$ cat src/rtl/switch_debouncer.sv
// Whole-vector slide-switch debouncer: two-flop synchronizer followed by a
// STABLE/SETTLING FSM that accepts a vector only after it has held long enough.
module switch_debouncer #(
  parameter int DEBOUNCE_CYCLES = 250000,
  parameter int SW_WIDTH        = 5
) (
  input  logic                clk,
  input  logic                rst,
  input  logic [SW_WIDTH-1:0] sw_raw,
  output logic [SW_WIDTH-1:0] sw,
  output logic                sw_valid,
  output logic                sw_changed
);

  localparam int CNT_W = (DEBOUNCE_CYCLES > 1) ? $clog2(DEBOUNCE_CYCLES) : 1;
  localparam logic [CNT_W-1:0] CNT_LAST = CNT_W'(DEBOUNCE_CYCLES - 1);

  typedef enum logic {STABLE, SETTLING} state_t;

  state_t              r_state;
  logic [SW_WIDTH-1:0] r_sync1;
  logic [SW_WIDTH-1:0] r_sync2;
  logic [SW_WIDTH-1:0] r_candidate;
  logic [SW_WIDTH-1:0] r_sw;
  logic [CNT_W-1:0]    r_count;
  logic                r_sw_valid;
  logic                r_sw_changed;

  logic                w_differs;
  logic                w_one_hot;

  assign w_differs = (r_sync2 != r_candidate);
  assign w_one_hot = ($countones(r_candidate) == 1);

  always_ff @(posedge clk or posedge rst) begin
    if (rst) begin
      r_sync1 <= '0;
      r_sync2 <= '0;
    end else begin
      r_sync1 <= sw_raw;
      r_sync2 <= r_sync1;
    end
  end

  // Any movement of the synchronized vector restarts settling for every bit.
  always_ff @(posedge clk or posedge rst) begin
    if (rst) begin
      r_state      <= STABLE;
      r_candidate  <= '0;
      r_count      <= '0;
      r_sw         <= '0;
      r_sw_valid   <= 1'b0;
      r_sw_changed <= 1'b0;
    end else begin
      r_sw_changed <= 1'b0;
      case (r_state)
        STABLE: begin
          if (w_differs) begin
            r_candidate <= r_sync2;
            r_count     <= '0;
            r_state     <= SETTLING;
          end
        end
        SETTLING: begin
          if (w_differs) begin
            r_candidate <= r_sync2;
            r_count     <= '0;
          end else if (r_count == CNT_LAST) begin
            r_state <= STABLE;
            // A bounce that settles back on the current value is silently dropped.
            if (r_candidate != r_sw) begin
              r_sw         <= r_candidate;
              r_sw_valid   <= w_one_hot;
              r_sw_changed <= 1'b1;
            end
          end else begin
            r_count <= r_count + CNT_W'(1);
          end
        end
      endcase
    end
  end

  assign sw         = r_sw;
  assign sw_valid   = r_sw_valid;
  assign sw_changed = r_sw_changed;

endmodule

$ cat config.mk
export PLATFORM = sky130hd
export DESIGN_NAME = switch_debouncer
export DESIGN_NICKNAME = d
export VERILOG_FILES = /design/src/rtl/switch_debouncer.sv
export SDC_FILE = /design/constraint.sdc
export NUM_CORES = 1
export LEC_CHECK = 0
export CAP_MARGIN = 20
export CORE_MARGIN = 2
export CORE_UTILIZATION = 53
export DETAILED_ROUTE_END_ITERATION = 6
export HOLD_SLACK_MARGIN = 0.1
export PLACE_DENSITY = 0.78
export SLEW_MARGIN = 20
export SYNTH_ARGS = -nofsm -noshare
export SYNTH_HDL_FRONTEND = slang
export SYNTH_SLANG_ARGS = --single-unit
export TNS_END_PERCENT = 100
$ cat constraint.sdc
create_clock -name clk -period 2.3 [get_ports clk]
set_input_delay 0.46 -clock clk [delete_from_list [all_inputs] [get_ports clk]]
set_output_delay 0.46 -clock clk [all_outputs]
set_load 0.03 [all_outputs]
==> results.txt <==
Of the available clock period, the critical path in the final layout requires 0.9480. The largest voltage drop on the vdd net came out at between 0.0004 and 0.0005 V. The critical path's largest stage delay came out at about 500 ps. The count of input and output buffers came out at 13. The filler cells instantiated in the layout total approximately 280. For this design, the sink count on the clock tree is between 40 and 50. Sorting the synthesized cells by area gives the leading types as dfrtp_1, xor2_1, xnor2_1. Once detail routing completed, the nets flagged for antenna violations numbered 0. The sum of met2 wire segment lengths after detailed routing is 1603 um.

TritonCTS built the clock tree. The startpoint identified for the worst hold timing path is r_sync1[0]. The hold-fix buffer count after cts is 0. After technology mapping, the gate count stands at 160.

For this design, the slowest cell found on the critical path is fa_1. The antenna cell count came out at 0. Static timing analysis puts the maximum clock frequency at 458.6 MHz. After detailed routing, the total wire length is about 3200 um. The depth of the CTS H-tree is 2.

For this run, the leading register cell type out of synthesis is dfrtp_1. The number of distinct library cells after synthesis is 39. The clock latency on the worst-skew pair is about 360 ps. Counting flops with an async set or reset pin after synthesis yields a share of 1.000.

The cell sitting at the root of the clock tree is a clkbuf_4. The total global-route track usage came out at 0.1836. The area of the core region came out at between 3000 and 4000 sq um. Yosys mapped a number of flops with a built-in enable equal to 0. The portion of the post-synthesis area used by sequential elements is 0.5537.

The buffer and inverter count on the worst path is 2. The highest metal layer carrying signal wires in the routed design is met4. The path with the worst hold slack has its endpoint at r_sync2[0]. The netlist area before placement is roughly 1900 sq um. The run finished with clean final reports. The critical path capture point type is a flop. The register bit total from synthesis came out at 41. Among cell families on the critical path, the largest total delay comes from adder cells.

The post-DP HPWL came out at around 2200 um. The number of slew-limit violations in the final report came to 0. The share of synthesized area in the top cell type comes to 0.5537.

Along the worst path, the maximum fanout reaches 4. The global-route congestion overflow total came out at 0. The startpoint identified for the worst register-to-register timing path is r_candidate[1]. The number of nets handed over by synthesis was between 150 and 200.

The clock passes through at most 2 buffers. The setup path with the least slack is of type flop to flop. The routed length per placed instance came out at approximately 15 um. The number of cells on the worst reg-to-reg path is 7.

The placement row count is 21. The max-slew headroom at the worst pin is 0.5826. In this run the critical register-to-register path is captured at sw_valid. The data arrival time of the critical path is approximately 2500 ps. The register-to-register path setup slack is 120 ps. After detailed routing, the wire length on met1 is between 1000 and 1500 um. For this block, the initial DRC count from the detailed router was 63. Routability-driven placement finished with a final weighted congestion of between 0.7 and 0.8. Pin placement for this block handled 14 I/O pins.

After detailed routing, the number of remaining DRC violations is 0. After layout, the design draws a total of ~0.0012 W. In this run the number of cells on the critical path is 7.

The final hold violation count came out at 0. The most common cell after layout, fill and taps aside is dfrtp_1. The data required time at the worst endpoint is between 2000 and 3000 ps. The leakage power total is 0.9158 nW.

The fraction of layout instances using a drive strength above 1 is 0.1486. The final net count is 185. The post-CTS setup repair buffer count came out at 0.

The starting density of the core came out at 0.5553. The clock transition at the register clock pins on the worst setup and hold paths after CTS is roughly 130 ps. The number of antenna violations at the first check in global routing is 0. Adding up every negative setup slack in the final design gives 0 ps. The number of stages on the worst hold path is 0.

The wire length of the first global-routing pass is approximately 5500 um. At the end of the flow the core is filled with cells to 0.6239. The die extent in y came out at roughly 63 um. The area of the die came out at approximately 4000 sq um. Summed over all instances, the cell type with the most area after synthesis is dfrtp_1. The number of detailed-route iterations in the first pass came out at 4. Traced cell by cell, the critical path runs through inv_1, fa_1, inv_1, fa_1, ha_1, nor3b_1, mux2_2. The power density relative to cell area came out at around 570 nW/um^2.

The path type of the worst min-delay path is flop to flop. The maximum number of pins on one net before global-route repair came out at 42. The number of cells upsized or downsized after cts came out at 0.

The post-layout minimum cycle time is roughly 2200 ps. The final clock skew came out at ~12 ps. The via count of the first global-routing pass came out at about 1100. The total met3 wirelength after detailed routing is 96 um. Each instance of the synthesized netlist takes up on average approximately 12 sq um. Compared with the post-synthesis result, the final layout area differs by 12.36%. The die is about 63 um wide.

Buffers inserted during clock tree synthesis total 5. The setup-violating endpoint count in the final report came out at 0. For the pin with the worst max-slew slack, the measured transition is slightly above 600 ps. The worst setup path is launched from a flop. The overall via count from detail_route came out at between 1000 and 1500. Setup repair after global routing left no endpoint under its margin. The tool flagged a number of max-cap violations equal to 0.

Dividing the detail-routed via count by the number of cells gives approximately 5.2. The library cells used most frequently in the layout, excluding fill and tap cells, are dfrtp_1, nor2_1, xor2_1, clkdlybuf4s50_1. The number of warning messages in the yosys log came out at 0.
==> cell type report <==
cell class                      count  area [sq um]  area share
Multi-Input combinational cell    101         749.5      0.3600
Timing Repair Buffer               16         152.6     0.07332
Inverter                            9         33.78     0.01623
Sequential cell                    41          1026      0.4928
Tap cell                           46         57.56     0.02764
Clock buffer                        5         37.54     0.01803
Clock inverter                      3         25.02     0.01202
==> how the worst max path moves through the flow <==
stage / startpoint / to / slack [ps]
after global placement: r_candidate[0] / sw_valid / 220
after detailed placement: r_candidate[0] / sw_valid / 150
final: r_candidate[1] / sw_valid / 120
after floorplan: r_candidate[0] / sw_valid / 260
after global routing: r_candidate[1] / sw_valid / 20
after CTS: r_candidate[0] / sw_valid / 80
==> metrics by stage <==
stage          hold slack (ps)  std cells  setup slack (ps)  area [sq um]
2_1_floorplan            331.2        160             259.9          1853
3_3_place_gp             332.0        212             224.4          2012
3_5_place_dp             334.7        212             154.2          2012
4_1_cts                  365.0        220             80.46          2074
5_1_grt                  371.4        221             21.93          2082
6_report                 363.6        221             119.5          2082
==> report_power, final <==
group | internal, W | switching [W]
combinational | 0.0000296 | 0.0000362
clock | 0.000127 | 0.000256
sequential | 0.000735 | 0.0000114
total | 0.000891 | 0.000304
==> Yosys cell counts (2+ instances only) <==
cell	count
xnor2_1	8
nand2_1	5
fa_1	2
a21oi_1	5
o31ai_1	3
nand3_1	9
dfrtp_1	41
nor2_1	15
xor2_1	14
inv_1	9
or3_1	2
clkbuf_1	6
nor3_1	4
ha_1	2
and3_1	2
nand4_1	2
o21ai_0	2
mux2_2	6
or4_1	3
==> per-layer routing <==
| layer | GRT usage | vias up |
|---|---|---|
| met5 | 0 | - |
| met4 | 0.1000 | 0 |
| met3 | 0.05179 | 7 |
| met2 | 0.2660 | 20 |
| met1 | 0.2500 | 557 |
| li1 | - | 572 |
==> registers in the layout (all words and copies together) (netlist names) <==
name,count
r_sync2,5
r_sync1,5
sw_changed,1
sw,5
r_candidate,5
sw_valid,1
r_state,1
r_count,18
==> kinds of logic after synthesis <==
| logic type | Yosys count | synth area share |
|---|---|---|
| compound gates | 13 | 0.04456 |
| xor+xnor | 22 | 0.1040 |
| fa+ha+maj | 4 | 0.03511 |
| buf+inv | 18 | 0.04186 |
| flops | 41 | 0.5537 |
| mux | 7 | 0.04186 |
| simple gates | 55 | 0.1789 |
Power figures use the tool's default switching activity.
